`src/rtl/reloj_ctrl_if.sv`:
```
// Front-panel / datapath bundle for the BCD clock controller.
interface reloj_ctrl_if;
  logic       btn_mode;
  logic       btn_inc;
  logic [3:0] cur_hd;
  logic [3:0] cur_hu;
  logic [3:0] cur_md;
  logic [3:0] cur_mu;
  logic       tick;
  logic       load;
  logic [3:0] ld_hd;
  logic [3:0] ld_hu;
  logic [3:0] ld_md;
  logic [3:0] ld_mu;
  logic [1:0] mode;
  logic       blink;

  modport master (
    output btn_mode, btn_inc, cur_hd, cur_hu, cur_md, cur_mu,
    input  tick, load, ld_hd, ld_hu, ld_md, ld_mu, mode, blink
  );

  modport slave (
    input  btn_mode, btn_inc, cur_hd, cur_hu, cur_md, cur_mu,
    output tick, load, ld_hd, ld_hu, ld_md, ld_mu, mode, blink
  );
endinterface

```
`src/rtl/reloj_ctrl.sv`:
```
// Time-base and two-button time-setting controller for the BCD clock datapath.
// Optional setting-inactivity timeout: define RELOJ_CTRL_TIMEOUT_EN.
//
// state  | meaning
// RUN    | normal timekeeping, tick follows the prescaler wrap
// SET_H  | editing hour pair in shadow registers, tick suppressed
// SET_M  | editing minute pair in shadow registers, tick suppressed
// COMMIT | single cycle: load strobe, ld_* carry the shadow value
module reloj_ctrl #(
  parameter int TICK_DIV  = 50000000,
  parameter int TIMEOUT_S = 30
) (
  input  logic         clk,
  input  logic         rst,
  reloj_ctrl_if.slave  bus
);

  localparam int CW = (TICK_DIV > 2) ? $clog2(TICK_DIV) : 1;
  localparam logic [CW-1:0] CNT_MAX  = CW'(TICK_DIV - 1);
  localparam logic [CW-1:0] CNT_HALF = CW'(TICK_DIV / 2);

  typedef enum logic [1:0] {
    RUN    = 2'd0,
    SET_H  = 2'd1,
    SET_M  = 2'd2,
    COMMIT = 2'd3
  } state_t;

  state_t     state, state_nx;
  logic [CW-1:0] cnt;
  logic       w;
  logic [3:0] sh_hd, sh_hu, sh_md, sh_mu;
  logic [3:0] ld_hd_r, ld_hu_r, ld_md_r, ld_mu_r;
  logic [3:0] inc_hd, inc_hu, inc_md, inc_mu;
  logic       capture, inc_h, inc_m, enter_commit, timeout, setting;

  assign setting = (state == SET_H) || (state == SET_M);

`ifdef RELOJ_CTRL_TIMEOUT_EN
  localparam int TW = $clog2(TIMEOUT_S + 1);
  logic [TW-1:0] tcnt;

  assign timeout = setting && (tcnt == TW'(TIMEOUT_S));

  always_ff @(posedge clk) begin
    if (rst) begin
      tcnt <= '0;
    end else if (timeout || capture || (setting && (bus.btn_mode || bus.btn_inc))) begin
      tcnt <= '0;
    end else if (setting && w) begin
      tcnt <= tcnt + 1'b1;
    end
  end
`else
  assign timeout = 1'b0;
`endif

  always_comb begin
    state_nx     = state;
    capture      = 1'b0;
    inc_h        = 1'b0;
    inc_m        = 1'b0;
    enter_commit = 1'b0;
    case (state)
      RUN: begin
        if (bus.btn_mode) begin
          state_nx = SET_H;
          capture  = 1'b1;
        end
      end
      SET_H: begin
        if (timeout)           state_nx = RUN;
        else if (bus.btn_mode) state_nx = SET_M;
        else if (bus.btn_inc)  inc_h    = 1'b1;
      end
      SET_M: begin
        if (timeout) begin
          state_nx = RUN;
        end else if (bus.btn_mode) begin
          state_nx     = COMMIT;
          enter_commit = 1'b1;
        end else if (bus.btn_inc) begin
          inc_m = 1'b1;
        end
      end
      default: state_nx = RUN;
    endcase
  end

  // Out-of-range captured hours (e.g. 24+) wrap straight to 00.
  always_comb begin
    inc_hd = sh_hd;
    inc_hu = sh_hu + 4'd1;
    if ((sh_hd >= 4'd3) || ((sh_hd == 4'd2) && (sh_hu >= 4'd3))) begin
      inc_hd = 4'd0;
      inc_hu = 4'd0;
    end else if (sh_hu >= 4'd9) begin
      inc_hd = sh_hd + 4'd1;
      inc_hu = 4'd0;
    end
  end

  always_comb begin
    inc_md = sh_md;
    inc_mu = sh_mu + 4'd1;
    if (sh_mu >= 4'd9) begin
      inc_mu = 4'd0;
      inc_md = (sh_md >= 4'd5) ? 4'd0 : sh_md + 4'd1;
    end
  end

  always_ff @(posedge clk) begin
    if (rst) begin
      state <= RUN;
    end else begin
      state <= state_nx;
    end
  end

  // Prescaler restarts with COMMIT so the first RUN tick lands TICK_DIV cycles after load.
  always_ff @(posedge clk) begin
    if (rst) begin
      cnt <= '0;
      w   <= 1'b0;
    end else if (enter_commit || timeout) begin
      cnt <= '0;
      w   <= 1'b0;
    end else begin
      w   <= (cnt == CNT_MAX);
      cnt <= (cnt == CNT_MAX) ? '0 : cnt + 1'b1;
    end
  end

  always_ff @(posedge clk) begin
    if (rst) begin
      sh_hd <= 4'd0;
      sh_hu <= 4'd0;
      sh_md <= 4'd0;
      sh_mu <= 4'd0;
    end else if (timeout) begin
      sh_hd <= 4'd0;
      sh_hu <= 4'd0;
      sh_md <= 4'd0;
      sh_mu <= 4'd0;
    end else if (capture) begin
      sh_hd <= bus.cur_hd;
      sh_hu <= bus.cur_hu;
      sh_md <= bus.cur_md;
      sh_mu <= bus.cur_mu;
    end else if (inc_h) begin
      sh_hd <= inc_hd;
      sh_hu <= inc_hu;
    end else if (inc_m) begin
      sh_md <= inc_md;
      sh_mu <= inc_mu;
    end
  end

  always_ff @(posedge clk) begin
    if (rst) begin
      ld_hd_r <= 4'd0;
      ld_hu_r <= 4'd0;
      ld_md_r <= 4'd0;
      ld_mu_r <= 4'd0;
    end else if (enter_commit) begin
      ld_hd_r <= sh_hd;
      ld_hu_r <= sh_hu;
      ld_md_r <= sh_md;
      ld_mu_r <= sh_mu;
    end
  end

  assign bus.mode  = state;
  assign bus.tick  = w && (state == RUN);
  assign bus.load  = (state == COMMIT);
  assign bus.blink = setting && (cnt < CNT_HALF);
  assign bus.ld_hd = ld_hd_r;
  assign bus.ld_hu = ld_hu_r;
  assign bus.ld_md = ld_md_r;
  assign bus.ld_mu = ld_mu_r;

endmodule

```
`src/flat_wrapper.sv`:
```
// flat-port wrapper written by rule: the top's interface ports become plain ports
module reloj_ctrl_flat 
#(
  parameter int TICK_DIV  = 50000000,
  parameter int TIMEOUT_S = 30
)
  (clk, rst, bus_btn_mode, bus_btn_inc, bus_cur_hd, bus_cur_hu, bus_cur_md, bus_cur_mu, bus_tick, bus_load, bus_ld_hd, bus_ld_hu, bus_ld_md, bus_ld_mu, bus_mode, bus_blink);
  reloj_ctrl_if bus_i ();
  input  logic clk;
  input  logic rst;
  input wire logic [$bits(bus_i.btn_mode)-1:0] bus_btn_mode;
  input wire logic [$bits(bus_i.btn_inc)-1:0] bus_btn_inc;
  input wire logic [$bits(bus_i.cur_hd)-1:0] bus_cur_hd;
  input wire logic [$bits(bus_i.cur_hu)-1:0] bus_cur_hu;
  input wire logic [$bits(bus_i.cur_md)-1:0] bus_cur_md;
  input wire logic [$bits(bus_i.cur_mu)-1:0] bus_cur_mu;
  output wire logic [$bits(bus_i.tick)-1:0] bus_tick;
  output wire logic [$bits(bus_i.load)-1:0] bus_load;
  output wire logic [$bits(bus_i.ld_hd)-1:0] bus_ld_hd;
  output wire logic [$bits(bus_i.ld_hu)-1:0] bus_ld_hu;
  output wire logic [$bits(bus_i.ld_md)-1:0] bus_ld_md;
  output wire logic [$bits(bus_i.ld_mu)-1:0] bus_ld_mu;
  output wire logic [$bits(bus_i.mode)-1:0] bus_mode;
  output wire logic [$bits(bus_i.blink)-1:0] bus_blink;
  assign bus_i.btn_mode = bus_btn_mode;
  assign bus_i.btn_inc = bus_btn_inc;
  assign bus_i.cur_hd = bus_cur_hd;
  assign bus_i.cur_hu = bus_cur_hu;
  assign bus_i.cur_md = bus_cur_md;
  assign bus_i.cur_mu = bus_cur_mu;
  assign bus_tick = bus_i.tick;
  assign bus_load = bus_i.load;
  assign bus_ld_hd = bus_i.ld_hd;
  assign bus_ld_hu = bus_i.ld_hu;
  assign bus_ld_md = bus_i.ld_md;
  assign bus_ld_mu = bus_i.ld_mu;
  assign bus_mode = bus_i.mode;
  assign bus_blink = bus_i.blink;
  reloj_ctrl #(.TICK_DIV(TICK_DIV), .TIMEOUT_S(TIMEOUT_S)) u_core (.clk(clk), .rst(rst), .bus(bus_i));
endmodule
```
`config.mk`:
```
export PLATFORM = sky130hd
export DESIGN_NAME = reloj_ctrl_flat
export DESIGN_NICKNAME = d
export VERILOG_FILES = /design/src/rtl/reloj_ctrl_if.sv /design/src/rtl/reloj_ctrl.sv /design/src/flat_wrapper.sv
export SDC_FILE = /design/constraint.sdc
export NUM_CORES = 1
export LEC_CHECK = 0
export BUFFER_PORTS_ARGS = -buffer_cell sky130_fd_sc_hd__buf_2
export CAP_MARGIN = 30
export CORE_ASPECT_RATIO = 0.9
export CORE_MARGIN = 3
export CORE_UTILIZATION = 35
export CTS_CLUSTER_SIZE = 20
export DETAILED_ROUTE_END_ITERATION = 8
export SKIP_CTS_REPAIR_TIMING = 1
export SLEW_MARGIN = 20
export SYNTH_ARGS = -nofsm -noshare
export SYNTH_HDL_FRONTEND = slang
export SYNTH_SLANG_ARGS = --single-unit
export TNS_END_PERCENT = 50
```
`constraint.sdc`:
```
create_clock -name clk -period 2.34 [get_ports clk]
set_input_delay 0.117 -clock clk [delete_from_list [all_inputs] [get_ports clk]]
set_output_delay 0.117 -clock clk [all_outputs]
set_load 0.02 [all_outputs]
```
==> impl_metrics.ini, run 1 <==
[status]
run_status = completed

[setup_path]
cp_max_fo = 7
r2r-start = u_core.bus.mode[0]
startpoint_type = flip-flop
reg2reg_to = u_core.sh_hd[1]
worstPathArrival_ps = 2080
reg2reg_depth = 6
r2r_slack_ps = 240
endpoint_kind = output port
worstPathRequired_ps = 2220
worstSetupPathType = flip-flop to output port

[logic_synthesis]
synth_seq_cells = 61
yosysWarnings = 0
synth_nets = 398
syn_area_mm2 = 0.00314
synth_edf_count = 0
synth_seq_area_share = 0.389
ys.flop_type = dfxtp_1
syn_inst = 362
synth_xor_area_frac = 0.0418
synth_top_family_by_area = simple AND/OR/NAND/NOR gates
synthArstFlopShare = 0
syn_area_per_cell_um2 = 8.68
synth_adder_area_share = 0.0637
yosys.area_share.simple = 0.279
ys_types = 51
yosys-mux-area-fraction = 0
synth_compound_area_frac = 0.180

[cells_and_area]
final_area_mm2 = 0.00363
layout_commonest_cell = dfxtp_1
instances_no_fill = 523
top_register = u_core.cnt
syn_to_final_growth_pct = 15.4
utilization = 0.420
nFillCells = 884
mostFrequentLayoutCells = 61 x dfxtp_1, 51 x nand2_1, 40 x buf_2, 25 x a21oi_1, 18 x nand3_1
final_net_count = 436
drive_above_1_share = 0.225
diodes = 0
largest_reg_flops = 26

[placed_design]
place_ws_ps = 256
dp_cells = 508
port_buffers = 40
place.gp.congestion = 0.860
hpwl_um = 5080
dpl_cell_area_mm2 = 0.00344

[clocking]
clockRootBuffer = clkbuf_8
numClockSinks = 61
path_clk_slew_ps = 70
cts_buffers = 9
clk_latency_ps = 330
clock_path_buffers = 2
htreeDepth = 3
cts_tree = done

[timing]
setup_slack_ps = 144
holdWs_ps = 37.2
fin_crit_ps = 2200
worst_pin_slew_ps = 647
max_freq_mhz = 455
hold_viol = 0
slew_viol_final = 0
fin_tns_setup_ps = 0
rsz0062_at_grt = no
maxSlewHeadroom = 0.568
setup_viol = 0
min_period_over_period = 0.938
fin_worst_skew_ps = 9.35

[pwr]
sw_frac_of_total = 0.294
p_switching_mw = 0.721
p_int_mw = 1.73
seqPwrFrac = 0.469
ir_drop_v = 0.000291
p_comb_frac = 0.164
powerDensity_mw_per_mm2 = 676
pwr-share-clk = 0.368
total_power_mw = 2.45
power_leakage_nw = 1.29

[grt]
grt_overflow = 0
grt_max_degree = 38
first_global_vias = 2547
grt_util_all_layers = 0.150
antenna_found_initial = 0
grt_pass1_wl_um = 12100

[detailed_routing]
vias = 2716
drtAntennaViolNets = 0
wl_um = 7300
wire_per_inst_um = 14.0
route.detailed.drc = 0
avgViaCountPerCell = 5.19
drtIter0Drc = 144
dr.pass1.iters = 5

[floorplan]
dieArea_mm2 = 0.0102
die_w_um = 106
die_h_um = 95.9
fp-row-count = 32
initial_core_util = 0.363
ios = 41
core-area_mm2 = 0.00865

[job]
maxCapViolCount = 0

[worst_hold_path]
hold_path.startpoint = bus_cur_hu[1]
hold_path.class = input port to flip-flop
min_to = u_core.sh_hu[1]
hold_path_depth = 3
-- cells by family (layout without fill, tap and decap cells) --
kind of cell / after synthesis / in the layout
adder cells (fa/ha/maj): 16 / 16
flip-flops: 61 / 61
AO/OA/AOI/OAI: 82 / 82
AND/OR/NAND/NOR: 155 / 155
buffers and inverters: 33 / 75
XOR/XNOR: 15 / 15
-- power by group through the flow --
| stage | clock [mW] | sequential (mW) | combinational [mW] |
|---|---|---|---|
| 2_1_floorplan | 0 | 1.17 | 0.288 |
| 3_3_place_gp | 0 | 1.17 | 0.394 |
| 3_5_place_dp | 0 | 1.17 | 0.399 |
| 4_1_cts | 0.933 | 1.15 | 0.401 |
| 5_1_grt | 0.991 | 1.16 | 0.454 |
| 6_report | 0.902 | 1.15 | 0.402 |
-- worst max-delay path by stage --
stage                                  to                from  cells after the start
final                           bus_blink       u_core.cnt[7]                      5
after detailed placement  u_core.sh_hd[1]  u_core.bus.mode[0]                      6
after CTS                       bus_blink       u_core.cnt[7]                      5
after global placement    u_core.sh_hd[1]  u_core.bus.mode[0]                      6
after global routing      u_core.sh_mu[2]  u_core.bus.mode[0]                      7
after floorplan                 bus_blink       u_core.cnt[7]                      4
-- per-layer routing --
metal	up-vias	track usage	part of all wire
met5	-	0	0
met4	0	0.0496	0.016
met3	10	0.0443	0.047
met2	72	0.225	0.43
met1	1243	0.207	0.50
li1	1391	-	-
-- area by class of cell --
| type | instances | area (um^2) | area share |
|---|---|---|---|
| Clock buffer | 10 | 128 | 0.0352 |
| Clock inverter | 5 | 52.6 | 0.0145 |
| Inverter | 14 | 52.6 | 0.0145 |
| Multi-Input combinational cell | 268 | 1780 | 0.491 |
| Sequential cell | 61 | 1220 | 0.337 |
| Tap cell | 119 | 149 | 0.0410 |
| Timing Repair Buffer | 46 | 245 | 0.0676 |
-- synthesized netlist by cell type (6+ instances only) --
| library cell | n | area (um^2) |
|---|---|---|
| nor2_2 | 13 | 81.3 |
| nand4_1 | 11 | 68.8 |
| nand2_1 | 51 | 191 |
| ha_1 | 16 | 200 |
| inv_1 | 14 | 52.6 |
| nand3_1 | 18 | 90.1 |
| dfxtp_1 | 61 | 1220 |
| xor2_1 | 9 | 78.8 |
| clkbuf_1 | 12 | 45.0 |
| nor2_1 | 10 | 37.5 |
| a211oi_1 | 8 | 60.1 |
| nor3_1 | 9 | 45.0 |
| o21ai_0 | 11 | 55.1 |
| xnor2_1 | 6 | 52.6 |
| a21oi_1 | 25 | 125 |
| a21oi_2 | 7 | 61.3 |
| or4_1 | 6 | 45.0 |
| a22oi_1 | 6 | 45.0 |
-- worst max-delay path, stage by stage, from the launching register on --
cell       delay (ps)
dfxtp_1           380
or4_1             560
o21ai_0           170
a21oi_1           110
a2111oi_2         300
buf_2             230
No activity file was read; power rests on OpenSTA's default activity.
==> run 2, diff against run 1 <==
--- a/config.mk
+++ b/config.mk
@@ -6,12 +6,12 @@
 export NUM_CORES = 1
 export LEC_CHECK = 0
 export BUFFER_PORTS_ARGS = -buffer_cell sky130_fd_sc_hd__buf_2
-export CAP_MARGIN = 30
 export CORE_ASPECT_RATIO = 0.9
 export CORE_MARGIN = 3
 export CORE_UTILIZATION = 35
 export CTS_CLUSTER_SIZE = 20
 export DETAILED_ROUTE_END_ITERATION = 8
+export PLACE_DENSITY = 0.6
 export SKIP_CTS_REPAIR_TIMING = 1
 export SLEW_MARGIN = 20
 export SYNTH_ARGS = -nofsm -noshare
==> constraint.sdc (replaced) <==
create_clock -name clk -period 2.8 [get_ports clk]
set_input_delay 0.14 -clock clk [delete_from_list [all_inputs] [get_ports clk]]
set_output_delay 0.14 -clock clk [all_outputs]
set_load 0.02 [all_outputs]
==> run 2 against run 1 <==
Sequential power is 17% lower. Hold slack better by 28 ps. Via count is 1.1% lower. Global-route usage is 0.17 points lower. Cell count is 0.19% lower. Die area stayed put. Combinational power is 19% lower. Power is 15% lower. Largest power group unchanged. Critical path type unchanged. Flip-flop and latch count stayed put. Count of clock-buffer cells in the layout is 1 higher. Sequential share of layout area stayed put. Critical path depth stayed put. Critical endpoint unchanged.
==> impl_metrics.ini, run 2 (same netlist as run 1, synthesis figures left out) <==
[status]
run_status = completed

[worst_hold_path]
hold_path.class = input port to flip-flop

[pwr]
seqPwrFrac = 0.462
ir_drop_v = 0.000211
powerDensity_mw_per_mm2 = 573
total_power_mw = 2.08
pwr-share-clk = 0.382
p_switching_mw = 0.602
power_leakage_nw = 1.29
sw_frac_of_total = 0.290
p_comb_frac = 0.156
p_int_mw = 1.48

[grt]
grt_max_degree = 39
first_global_vias = 2450
grt_overflow = 0
grtUsageMet2 = 0.228
top_usage_layer = met2
grt_use_met3 = 0.0469
antenna_found_initial = 0
grtUsageMet1 = 0.200
grt_pass1_wl_um = 11900
grt_util_all_layers = 0.148

[floorplan]
dieArea_mm2 = 0.0102
die_w_um = 106
ios = 41
die_h_um = 95.9
fp-row-count = 32
initial_core_util = 0.363
core-area_mm2 = 0.00865

[setup_path]
max_stage_delay_ps = 560
worstPathArrival_ps = 2150
startpoint_type = flip-flop
path_cells = or4_1, o21ai_0, a21oi_1, a2111oi_0, buf_2
worst_path_max_delay_cell = or4_1
worstPathRequired_ps = 2660
worstSetupPathType = flip-flop to output port
cp_max_fo = 7
endpoint_kind = output port

[cells_and_area]
largest_reg_flops = 26
mostFrequentLayoutCells = 61 x dfxtp_1, 51 x nand2_1, 40 x buf_2, 25 x a21oi_1, 18 x nand3_1
final_area_mm2 = 0.00363
drive_above_1_share = 0.221
layout_commonest_cell = dfxtp_1
diodes = 0
syn_to_final_growth_pct = 15.4
final_net_count = 434
top_register = u_core.cnt
nFillCells = 877

[detailed_routing]
drtAntennaViolNets = 0
wl_um = 7130
avgViaCountPerCell = 5.15
dr.pass1.iters = 4
route.detailed.drc = 0
vias = 2686
drtIter0Drc = 124
wire_per_inst_um = 13.7

[clocking]
cts_tree = done
path_clk_slew_ps = 70
clock_path_buffers = 2
cts_buffers = 9
numClockSinks = 61
clockRootBuffer = clkbuf_8
clk_latency_ps = 330
htreeDepth = 3

[placed_design]
place.gp.congestion = 0.841
dpl_cell_area_mm2 = 0.00343
hpwl_um = 5050
port_buffers = 40

[timing]
fin_tns_setup_ps = 0
maxSlewHeadroom = 0.483
setup_viol = 0
fin_crit_ps = 2290
max_freq_mhz = 437
hold_viol = 0
fin_worst_skew_ps = 13.5
min_period_over_period = 0.817
slew_viol_final = 0
worst_pin_slew_ps = 776
rsz0062_at_grt = no

[job]
maxCapViolCount = 0
[run 2: changes by cell type in the layout (fill, tap and decap cells not counted)]
cell	delta
clkbuf_8	+1
a2111oi_2	-1
a2111oi_0	+1
clkinv_4	+2
buf_4	-2
clkinv_2	-2
[run 2: final cells by class]
cell class / count / area (um^2) / area share
clock buffers: 11 / 141 / 0.0390
clock inverters: 5 / 60.1 / 0.0166
inverters: 14 / 52.6 / 0.0145
multi-input cells: 268 / 1770 / 0.489
flip-flops and latches: 61 / 1220 / 0.337
well taps: 119 / 149 / 0.0410
repair buffers: 44 / 230 / 0.0634
[run 2: final timing paths]
kind	start	end	slack (ps)	cells past startpoint
setup reg to reg	u_core.bus.mode[0]	u_core.sh_hd[1]	650	6
hold / removal	bus_cur_hu[1]	u_core.sh_hu[1]	70	3
hold reg to reg	u_core.bus.ld_md[0]	u_core.bus.ld_md[0]	450	2
setup / recovery	u_core.cnt[7]	bus_blink	510	5
[run 2: per-layer routing]
| metal | wire length [um] | vias to the layer above | share of wire |
|---|---|---|---|
| met5 | 0 | - | 0 |
| met4 | 91 | 0 | 0.013 |
| met3 | 397 | 8 | 0.056 |
| met2 | 3160 | 57 | 0.44 |
| met1 | 3480 | 1235 | 0.49 |
| li1 | - | 1386 | - |
[run 2: power by group through the flow]
stage	logic (mW)	registers, mW	clock network [mW]
after floorplan	0.240	0.974	0
after global placement	0.322	0.978	0
after detailed placement	0.325	0.979	0
after CTS	0.327	0.960	0.827
after global routing	0.370	0.968	0.863
final	0.324	0.960	0.794
[run 2: per-stage QoR]
stage,hold slack [ps],instances,utilization,setup slack (ps)
4_1_cts,43.7,522,0.420,453
3_3_place_gp,412,506,0.396,728
2_1_floorplan,290,362,-,465
5_1_grt,53.8,522,0.420,317
3_5_place_dp,412,506,0.396,643
6_report,65.6,522,0.420,511
[run 2: critical path, delay by kind of cell (launching register included)]
kind                   cells  cell delay [ps]
AND/OR/NAND/NOR            1              560
AO/OA/AOI/OAI              3              660
buffers and inverters      1              250
flip-flops                 1              370
==> run 3, diff against run 2 <==
--- a/config.mk
+++ b/config.mk
@@ -5,6 +5,7 @@
 export SDC_FILE = /design/constraint.sdc
 export NUM_CORES = 1
 export LEC_CHECK = 0
+export ABC_AREA = 1
 export BUFFER_PORTS_ARGS = -buffer_cell sky130_fd_sc_hd__buf_2
 export CORE_ASPECT_RATIO = 0.9
 export CORE_MARGIN = 3
==> constraint.sdc (replaced) <==
create_clock -name clk -period 2.13 [get_ports clk]
set_input_delay 0.1065 -clock clk [delete_from_list [all_inputs] [get_ports clk]]
set_output_delay 0.1065 -clock clk [all_outputs]
set_load 0.02 [all_outputs]
==> run 3 against run 2 <==
Clock power grew 34%. Wire length up 12%. Highest routed layer unchanged. Critical path depth rose by 5. Hold slack worse by 36 ps. Clock skew decreased by 2.9 ps. Non-clock buffer count is the same. Power rose by 51%.
==> impl_metrics.ini, run 3 <==
[status]
run_status = completed

[floorplan]
dieArea_mm2 = 0.0105
die_w_um = 107
fp-row-count = 32
die_h_um = 97.3
core-area_mm2 = 0.00881
ios = 41
initial_core_util = 0.368

[logic_synthesis]
syn_area_mm2 = 0.00324
syn_inst = 488
synthTopCellsByCount = 130 x nand2_1, 85 x nor2_1, 61 x dfxtp_1
synth_xor_area_frac = 0.0297
synth_seq_area_share = 0.376
synth_edf_count = 0
synth.area.top_cells = dfxtp_1 38%, nand2_1 15%, nor2_1 9.8%
synthArstFlopShare = 0
yosys.area.top_type = dfxtp_1
yosysWarnings = 0
yosysMostFrequentCell = nand2_1
synth_nets = 524
synth_adder_area_share = 0.0617
synth_compound_area_frac = 0.120
synth_top_family_by_area = simple AND/OR/NAND/NOR gates
synth_seq_cells = 61
synth_top_area_frac = 0.376
syn_area_per_cell_um2 = 6.65
yosys-mux-area-fraction = 0
ys.flop_type = dfxtp_1
ys_types = 27
yosys.area_share.simple = 0.334

[placed_design]
port_buffers = 40
hpwl_um = 6000
place.gp.congestion = 0.856
dp_cells = 641

[pwr]
p_int_mw = 2.10
seqPwrFrac = 0.426
p_comb_frac = 0.237
ir_drop_v = 0.000355
pwr-share-clk = 0.337
sw_frac_of_total = 0.330
powerDensity_mw_per_mm2 = 833
p_switching_mw = 1.03
power_leakage_nw = 1.55

[cells_and_area]
seq_area_mm2 = 0.00122
final_net_count = 569
mostFrequentLayoutCells = 129 x nand2_1, 85 x nor2_1, 61 x dfxtp_1, 49 x a21oi_1, 48 x inv_1
instances_no_fill = 656
diodes = 0
largest_reg_flops = 26
multi_input_area_mm2 = 0.00177
syn_to_final_growth_pct = 16.0
nFillCells = 939
drive_above_1_share = 0.134
layout_commonest_cell = nand2_1
top_register = u_core.cnt
utilization = 0.427

[setup_path]
critical_path_buf_inv_count = 2
endpoint_kind = flip-flop
reg2reg_to = u_core.sh_hd[0]
max_stage_delay_ps = 410
worstSetupPathType = flip-flop to flip-flop
r2r-start = u_core.bus.mode[0]
startpoint_type = flip-flop
path_delay_family = simple AND/OR/NAND/NOR gates
critPathLaunch = u_core.bus.mode[0]
r2r_slack_ps = 370
worstPathRequired_ps = 2360
worst_path_max_delay_cell = dfxtp_1
cp_common_cell = nand2_1
path_cells = inv_1, ha_1, nand2_2, inv_2, nor2_1, nand3_1, nand2_1, nand2_1, nand2_1, nor2_1
reg2reg_depth = 10
worstPathArrival_ps = 1990
cp_max_fo = 11

[clocking]
clock_path_buffers = 2
clk_latency_ps = 330
path_clk_slew_ps = 70
cts_buffers = 9
clockRootBuffer = clkbuf_8
htreeDepth = 3
numClockSinks = 61
cts_tree = done

[grt]
grt_util_all_layers = 0.163
antenna_found_initial = 0
first_global_vias = 3004
grt_pass1_wl_um = 14000
grt_max_degree = 32
grt_overflow = 0

[worst_hold_path]
hold_path_depth = 3
hold_path.startpoint = bus_cur_hd[2]
min_to = u_core.sh_hd[2]
hold_path.class = input port to flip-flop

[timing]
maxSlewHeadroom = 0.732
fin_worst_skew_ps = 10.6
hold_viol = 0
setup_viol = 0
worst_pin_slew_ps = 400
max_freq_mhz = 568
min_period_over_period = 0.827
slew_viol_final = 0
fin_tns_setup_ps = 0
rsz0062_at_grt = no
fin_crit_ps = 1760

[detailed_routing]
wl_um = 7950
wire_per_inst_um = 12.1
route.detailed.drc = 0
drtAntennaViolNets = 0
avgViaCountPerCell = 4.73
drtIter0Drc = 177
vias = 3103
dr.pass1.iters = 6

[job]
maxCapViolCount = 0
## run 3: cells by family after synthesis
kind of cell	count (synthesis)
XOR/XNOR	11
flip-flops	61
AO/OA/AOI/OAI	77
adder cells (fa/ha/maj)	16
buffers and inverters	61
AND/OR/NAND/NOR	262
## run 3: area by class of cell
class | instances | share of cell area
Multi-Input combinational cell | 366 | 0.471
Sequential cell | 61 | 0.324
Timing Repair Buffer | 44 | 0.0612
Inverter | 51 | 0.0509
Clock buffer | 11 | 0.0402
Tap cell | 119 | 0.0396
Clock inverter | 4 | 0.0126
## run 3: worst max-delay path by stage
| stage | depth (start not counted) | endpoint |
|---|---|---|
| detailed placement | 10 | u_core.sh_hd[0] |
| CTS | 10 | u_core.sh_hd[0] |
| finish | 10 | u_core.sh_hd[0] |
| floorplan | 7 | u_core.sh_mu[3] |
| global route | 10 | u_core.sh_hd[0] |
| global placement | 10 | u_core.sh_hd[1] |
## run 3: stage by stage
step | power [mW] | area [um^2] | hold WS [ps] | setup slack (ps)
2_1_floorplan | 1.89 | 3240 | 245 | 503
3_3_place_gp | 2.08 | 3560 | 351 | 428
3_5_place_dp | 2.10 | 3560 | 352 | 265
4_1_cts | 3.16 | 3760 | 8.34 | 254
5_1_grt | 3.36 | 3760 | 36.4 | 123
6_report | 3.13 | 3760 | 29.4 | 369
## run 3: power groups by stage
| stage | Combinational [mW] | Clock, mW | Sequential [mW] |
|---|---|---|---|
| finish | 0.743 | 1.06 | 1.33 |
| global route | 0.853 | 1.15 | 1.35 |
| CTS | 0.742 | 1.08 | 1.33 |
| detailed placement | 0.737 | 0 | 1.36 |
| global placement | 0.727 | 0 | 1.35 |
| floorplan | 0.492 | 0 | 1.40 |
## run 3: worst register-to-register path: cells and delay by family, from the launching register on
kind / cells / cell delay [ps]
and+or+nand+nor: 7 / 780
DFF: 1 / 410
adders and majority gates: 1 / 240
buffers and inverters: 2 / 220
## run 3: metal layers
metal / track usage / vias up / share of wire
met5: 0 / - / 0
met3: 0.0432 / 9 / 0.053
met1: 0.233 / 1386 / 0.52
met2: 0.242 / 77 / 0.42
met4: 0.0447 / 0 / 0.0079
li1: - / 1631 / -
